[src/rtl/pulse_gen_scheduler.sv]
// pulse_gen_scheduler: round-robin sharing of one pulse_generator between two requesters
//   clock, reset            rising-edge clock, synchronous active-high reset
//   req0/pattern0/reps0     requester 0 job (request held until gnt0)
//   req1/pattern1/reps1     requester 1 job (request held until gnt1)
//   gnt0, gnt1              one-cycle accept pulses
//   pg_in, pg_load          drive the generator's in / load_flag
//   pulse_en                qualifies the generator's serial output for reps*WIDTH cycles
//   owner, busy             current/last job id, job in progress
//   done, done_id           one-cycle completion pulse and its requester id
module pulse_gen_scheduler #(
    parameter int WIDTH = 16,
    parameter int CNT_W = 8
) (
    input  logic             clock,
    input  logic             reset,
    input  logic             req0,
    input  logic [WIDTH-1:0] pattern0,
    input  logic [CNT_W-1:0] reps0,
    input  logic             req1,
    input  logic [WIDTH-1:0] pattern1,
    input  logic [CNT_W-1:0] reps1,
    output logic             gnt0,
    output logic             gnt1,
    output logic [WIDTH-1:0] pg_in,
    output logic             pg_load,
    output logic             pulse_en,
    output logic             owner,
    output logic             busy,
    output logic             done,
    output logic             done_id
);
    localparam int BW = $clog2(WIDTH);
    localparam logic [BW-1:0] BIT_LAST = BW'(WIDTH - 1);
    typedef enum logic [2:0] {IDLE, LOAD, FILL, RUN, DONE} state_t;
    state_t state, state_n;
    logic ptr, win, accept, last;
    logic [BW-1:0] bit_cnt;
    logic [CNT_W-1:0] rep_cnt, reps_w;
    logic [WIDTH-1:0] pat_w;
    // ptr=0 favours req0 on a tie, ptr=1 favours req1
    always_comb begin
        win    = req1 & (~req0 | ptr);
        accept = (state == IDLE) & (req0 | req1);
        pat_w  = win ? pattern1 : pattern0;
        reps_w = win ? reps1 : reps0;
        last   = (bit_cnt == BIT_LAST) & (rep_cnt == CNT_W'(1));
        state_n = state;
        unique case (state)
            IDLE:    state_n = accept ? ((reps_w == '0) ? DONE : LOAD) : IDLE;
            LOAD:    state_n = FILL;
            FILL:    state_n = RUN;
            RUN:     state_n = last ? DONE : RUN;
            DONE:    state_n = IDLE;
            default: state_n = IDLE;
        endcase
    end
    // outputs are registered from the next state so they line up with it
    always_ff @(posedge clock) begin
        if (reset) begin
            state    <= IDLE;
            ptr      <= 1'b0;
            bit_cnt  <= '0;
            rep_cnt  <= '0;
            gnt0     <= 1'b0;
            gnt1     <= 1'b0;
            pg_in    <= '0;
            pg_load  <= 1'b0;
            pulse_en <= 1'b0;
            owner    <= 1'b0;
            busy     <= 1'b0;
            done     <= 1'b0;
            done_id  <= 1'b0;
        end else begin
            state    <= state_n;
            gnt0     <= accept & ~win;
            gnt1     <= accept & win;
            pg_load  <= state_n == LOAD;
            pulse_en <= state_n == RUN;
            busy     <= state_n != IDLE;
            done     <= state_n == DONE;
            done_id  <= (state_n == DONE) & (accept ? win : owner);
            if (accept) begin
                owner   <= win;
                ptr     <= ~win;
                rep_cnt <= reps_w;
                bit_cnt <= '0;
            end
            // pg_in only changes when a load actually follows
            if (accept && reps_w != '0)
                pg_in <= pat_w;
            if (state == RUN) begin
                bit_cnt <= (bit_cnt == BIT_LAST) ? '0 : bit_cnt + 1'b1;
                if (bit_cnt == BIT_LAST)
                    rep_cnt <= rep_cnt - 1'b1;
            end
        end
    end
endmodule

[config.mk]
export PLATFORM = sky130hd
export DESIGN_NAME = pulse_gen_scheduler
export DESIGN_NICKNAME = d
export VERILOG_FILES = /design/src/rtl/pulse_gen_scheduler.sv
export SDC_FILE = /design/constraint.sdc
export NUM_CORES = 1
export LEC_CHECK = 0
export CAP_MARGIN = 20
export CORE_UTILIZATION = 40
export DETAILED_ROUTE_END_ITERATION = 10
export GPL_TIMING_DRIVEN = 0
export PLACE_DENSITY_LB_ADDON = 0.12
export SYNTH_ARGS = -nofsm -noshare
export SYNTH_HDL_FRONTEND = slang
export SYNTH_SLANG_ARGS = --single-unit
[constraint.sdc]
create_clock -name clock -period 2.05 [get_ports clock]
set_input_delay 0.205 -clock clock [delete_from_list [all_inputs] [get_ports clock]]
set_output_delay 0.205 -clock clock [all_outputs]
set_load 0.005 [all_outputs]
==> results_dict.tcl, run 1 <==
set metrics [dict create \
    coreArea_um2 4790 \
    drive_gt1_share_pct 14.7 \
    clk_latency_ns 0.29 \
    stdcell_area_um2 2960 \
    fin_cells 360 \
    ys_ff_latch 40 \
    grtUsageTotal_pct 19.6 \
    fin_crit_ns 1.88 \
    slowest_stage "clkdlybuf4s50_1" \
    rsz0062_at_grt "false" \
    syn_nets 265 \
    endpoint_kind "flip-flop" \
    clock_path_buffers 2 \
    io_pins 76 \
    fill_cells 438 \
    grt_max_degree 14 \
    routabilityCongestion 0.788 \
    clock-skew-final_ns 0.00612 \
    die_h_um 72.9 \
    setup_viol 0 \
    async_flop_share_pct 0 \
    multi_input_area_um2 1120 \
    path_max_fanout 10 \
    netlist_area_um2 2010 \
    peakVddDrop_mv 0.398 \
    clk_pin_slew_worst_paths_ns 0.08 \
    drtAntennaViolNets 0 \
    tritoncts "done" \
    cts_sinks 40 \
    reg2regPathDepth 6 \
    synthMuxAreaShare_pct 11.6 \
    drc_errors 0 \
    fin_crit_sh_pct 91.6 \
    routedWlPerCell_um 14.2 \
    root_buffer "clkbuf_8" \
    p_leak_nw 1.15 \
    power_mw 2.15 \
    syn_to_final_growth_pct 47.0 \
    rows 25 \
    fmax_mhz 532 \
    cts_inserted_buffers 5 \
    synth_top_area_share_pct 39.8 \
    die_w_um 72.9 \
    crit_chain "clkdlybuf4s50_1 > inv_1 > o21ai_2 > buf_2 > mux2i_1 > o22a_1 > a21oi_1" \
    synth_fa_ha_area_share_pct 1.87 \
    drt-initial-drc-count 40 \
    post-route-util_pct 61.8 \
    synth_top_family_by_area "compound AO/OA/AOI/OAI gates" \
    hold_depth 1 \
    grt_pass1_vias 1748 \
    grt_antenna_before_repair 0 \
    worst-setup-path-type "primary input to flip-flop" \
    wirelength_um 5110 \
    dp_cells 352 \
    synthSimpleGateAreaFrac_pct 19.1 \
    maxSlewViolCount 0 \
    yosysWarningCount 0 \
    slowest_delay_ns 0.52 \
    firstDrtPassIters 4 \
    cp.arrival_ns 2.03 \
    powerDensity_nw_per_um2 727 \
    port_buffers 75 \
    slew_headroom_pct 55.4 \
    synth_cell_types 48 \
    synth_compound_gate_area_share_pct 23.0 \
    maxCapViolCount 0 \
    vias 1847 \
    synth_xor_xnor_area_share_pct 0 \
    startpoint_type "primary input" \
    worst_ep_required_time_ns 2.21 \
    synth-edff-count 0 \
    worst_pin_slew_ns 0.664 \
    pre_cts_slack_ns -0.143 \
    globalRouteOverflowTotal 0 \
    dieArea_um2 5310 \
    yosys.area.top_type "dfxtp_1" \
    synthFlopType "dfxtp_1" \
    hp-class "flip-flop to flip-flop" \
    synth.yosys.seq_area_share_pct 39.8 \
    holdWs_ns 0.482 \
    cts.htree.levels 2 \
    synthTopCellsByArea "dfxtp_1 40%, mux2i_1 10%, a211oi_2 8.1%, nor2_1 6.7%, a21oi_1 3.5%" \
    status "complete, no violations" \
    fin_nets 347 \
    hpwl_um 3900 \
    regArea_um2 801 \
    hold_viol 0 \
    dpl_cell_area_um2 2850 \
    start_util_pct 42.0 \
    antennaDiodeCount 0 \
    avgSynthCellArea_um2 9.57 \
    grt_pass1_wl_um 7890 \
    syn_inst 210 \
    finalWorstSetupSlack_ns 0.172 \
    via_per_inst 5.13 \
    timing.setup.tns_ns 0 \
]
==> cell type report <==
type | instances | share of cell area [%]
sequential | 40 | 27.1
timing repair buffer | 75 | 25.4
tap | 67 | 2.84
multi-input combinational | 152 | 37.8
buffer | 12 | 2.33
inverter | 6 | 0.762
clock inverter | 3 | 1.44
clock buffer | 5 | 2.33
==> path summary, 6_finish.rpt <==
path                                 start          to  slack [ns]
worst max-delay path                  req0  rep_cnt[3]        0.17
worst min-delay path            bit_cnt[3]  bit_cnt[3]        0.48
worst max register to register  bit_cnt[0]  rep_cnt[6]        0.20
worst min register to register  bit_cnt[3]  bit_cnt[3]        0.48
==> synth_stat cells (2+ instances only) <==
master and number:
mux2i_1 20, a311oi_1 2, ha_1 3, nand3b_1 3, or3_1 3, dfxtp_1 40, clkbuf_1 3, inv_1 6
and3_2 2, nor3_1 2, a21oi_1 14, o211ai_1 2, nand3_1 3, a211oi_2 13, buf_4 3, nor2_1 36
a2111oi_2 2, nor4_1 5, o21ai_0 4, mux2_2 3, nand2_1 4, a31oi_1 2, buf_2 4, a211oi_1 7
==> layout by cell type (no fill, tap or decap), types with 2 or more instances in the layout <==
cell,count
o211ai_1,2
or3_1,3
and3_2,2
a211oi_1,7
nand3b_1,3
inv_1,6
buf_2,4
clkbuf_1,3
a21oi_1,14
a31oi_1,2
nand3_1,3
clkdlybuf4s50_1,75
dfxtp_1,40
a2111oi_2,2
a211oi_2,13
a311oi_1,2
o21ai_0,4
nor4_1,5
nand2_1,4
nor2_1,36
mux2i_1,20
clkbuf_8,5
mux2_2,3
nor3_1,2
buf_4,3
ha_1,3
==> sequential cells by signal, summed over array words and instances (netlist names) <==
name      cells
ptr           1
done_id       1
pg_in        16
state         3
rep_cnt       8
pg_load       1
owner         1
done          1
bit_cnt       4
gnt0          1
pulse_en      1
gnt1          1
busy          1
==> where the power goes <==
| part | internal, mW | switching, mW | total (mW) |
|---|---|---|---|
| combinational | 0.331 | 0.265 | 0.596 |
| sequential | 0.857 | 0.0558 | 0.913 |
| clock | 0.360 | 0.281 | 0.641 |
==> worst max-delay path, delay by kind of cell <==
kind / cells / cell delay [ns]
buffers and inverters: 3 / 1.01
AOI/OAI and AO/OA: 3 / 0.54
muxes: 1 / 0.27
==> metal layers <==
metal / wire length, um / up-vias / track usage, %
met5: 0 / - / 0
met4: 72 / 0 / 6.54
met3: 252 / 7 / 4.56
met2: 2350 / 46 / 33.4
met1: 2440 / 848 / 24.4
li1: - / 946 / -
==> repair_timing <==
item                       in CTS  in global routing
hold endpoints to repair        0                  0
setup endpoints to repair       0                  1
hold buffers                    0                  0
buffers inserted                0                  0
gates resized for setup         0                  1
==> kinds of logic after synthesis <==
logic type | after synthesis
buffers and inverters | 18
adders and majority gates | 3
DFF | 40
AOI/OAI and AO/OA | 56
and+or+nand+nor | 70
muxes | 23
No activity file was read; power rests on OpenSTA's default activity.
==> run 2: changes to the inputs <==
CTS_BUF_LIST = sky130_fd_sc_hd__clkbuf_16   (was unset)
==> run 2 against run 1 <==
Core utilization up 1.2 points. Non-clock buffer count unchanged. Clock-buffer cell count unchanged. Combinational power barely moved. Hold slack is essentially flat. Maximum frequency down 1.3%. Largest cell class unchanged.
==> results_dict.tcl, run 2 (synthesis results as in run 1) <==
set metrics [dict create \
    globalRouteOverflowTotal 0 \
    top_register "pg_in" \
    worstReg2RegStart "bit_cnt[0]" \
    clk_latency_ns 0.28 \
    slew_headroom_pct 57.6 \
    grt_antenna_before_repair 0 \
    grtUsageTotal_pct 20.1 \
    drive_gt1_share_pct 14.7 \
    cts_inserted_buffers 5 \
    powerDensity_nw_per_um2 791 \
    clock-skew-final_ns 0.00300 \
    root_buffer "clkbuf_16" \
    grt_pass1_vias 1744 \
    stdcell_area_um2 3010 \
    hp-start "bit_cnt[3]" \
    dp_cells 352 \
    dieArea_um2 5310 \
    fin_crit_sh_pct 92.8 \
    worst-setup-path-type "primary input to flip-flop" \
    fill_cells 429 \
    fmax_mhz 526 \
    grt_max_degree 14 \
    routedWlPerCell_um 14.3 \
    layout_commonest_cell "clkdlybuf4s50_1" \
    timing.setup.tns_ns 0 \
    largest_reg_flops 16 \
    cts_sinks 40 \
    cp-startpoint "req0" \
    worst_pin_slew_ns 0.632 \
    hold_viol 0 \
    fin_cells 360 \
    reg2regPathDepth 6 \
    firstDrtPassIters 4 \
    final_cell_mix "75 x clkdlybuf4s50_1, 40 x dfxtp_1, 36 x nor2_1" \
    setup_viol 0 \
    maxSlewViolCount 0 \
    ctsHoldBuffers 0 \
    hold_depth 1 \
    die_w_um 72.9 \
    via_per_inst 5.13 \
    dpl_cell_area_um2 2850 \
    clk_pin_slew_worst_paths_ns 0.06 \
    endpoint_kind "flip-flop" \
    clock_path_buffers 2 \
    maxCapViolCount 0 \
    vias 1845 \
    status "complete, no violations" \
    fin_nets 347 \
    rsz0062_at_grt "false" \
    drt-initial-drc-count 44 \
    r2r_end "rep_cnt[6]" \
    rows 25 \
    startpoint_type "primary input" \
    tritoncts "done" \
    die_h_um 72.9 \
    hold_path_end "bit_cnt[3]" \
    cts.htree.levels 2 \
    antennaDiodeCount 0 \
    regArea_um2 801 \
    multi_input_area_um2 1120 \
    fin_crit_ns 1.90 \
    hpwl_um 3900 \
    grt_pass1_wl_um 8030 \
    wirelength_um 5140 \
    post_cts_buffers 0 \
    worst_ep_required_time_ns 2.19 \
    hp-class "flip-flop to flip-flop" \
    routabilityCongestion 0.788 \
    timing.reg2reg.setup_slack_ns 0.18 \
    cts_resized 0 \
    drc_errors 0 \
    port_buffers 75 \
    largestRegisters "pg_in: 16 flops, rep_cnt: 8 flops, bit_cnt: 4 flops" \
    peakVddDrop_mv 0.464 \
    syn_to_final_growth_pct 49.8 \
    cp.arrival_ns 2.04 \
    p_leak_nw 1.17 \
    path_max_fanout 10 \
    start_util_pct 42.0 \
    io_pins 76 \
    coreArea_um2 4790 \
    drtAntennaViolNets 0 \
]
run 2: cell counts in the layout (fill, tap and decap cells not counted):
No cell type changed its count.
run 2: worst max path at each step:
stage | to | slack [ns] | cells after the start
after floorplan | rep_cnt[5] | 0.39 | 5
after global placement | rep_cnt[7] | -0.11 | 7
after detailed placement | rep_cnt[7] | -0.14 | 7
after CTS | rep_cnt[3] | 0.14 | 7
after global routing | rep_cnt[5] | 0.008 | 5
final | rep_cnt[3] | 0.15 | 7
run 2: where the power goes:
part | internal [mW] | leakage [nW] | switching, mW
registers | 0.858 | 0.330 | 0.0558
logic | 0.331 | 0.764 | 0.264
clock network | 0.571 | 0.0798 | 0.304
total | 1.76 | 1.17 | 0.623
run 2: per-stage QoR:
step	setup WS, ns	hold slack [ns]	util [%]	power, mW
after CTS	0.136	0.476	63.0	2.41
after global placement	-0.107	0.458	59.5	1.52
final	0.148	0.481	63.0	2.38
after global routing	0.00795	0.496	63.0	2.50
after floorplan	0.391	0.321	-	1.24
after detailed placement	-0.143	0.463	59.5	1.53
run 2: area by class of cell:
type	instances	area share, %
flip-flops and latches	40	26.6
plain buffers	12	2.28
clock buffers	5	4.15
repair buffers	75	24.9
clock inverters	3	1.41
inverters	6	0.748
well taps	67	2.78
multi-input cells	152	37.1
run 2: layer usage:
layer | vias up | share of wire (%) | global-route usage, %
met5 | - | 0 | 0
met4 | 0 | 1.4 | 7.19
met3 | 8 | 5.4 | 4.97
met2 | 49 | 46 | 33.7
met1 | 841 | 48 | 24.9
li1 | 947 | - | -
run 2: worst max-delay path, stage by stage:
cell             delay (ns)
clkdlybuf4s50_1        0.52
inv_1                  0.12
o21ai_2                0.32
buf_2                  0.37
mux2i_1                0.27
o22a_1                 0.17
a21oi_1                0.05
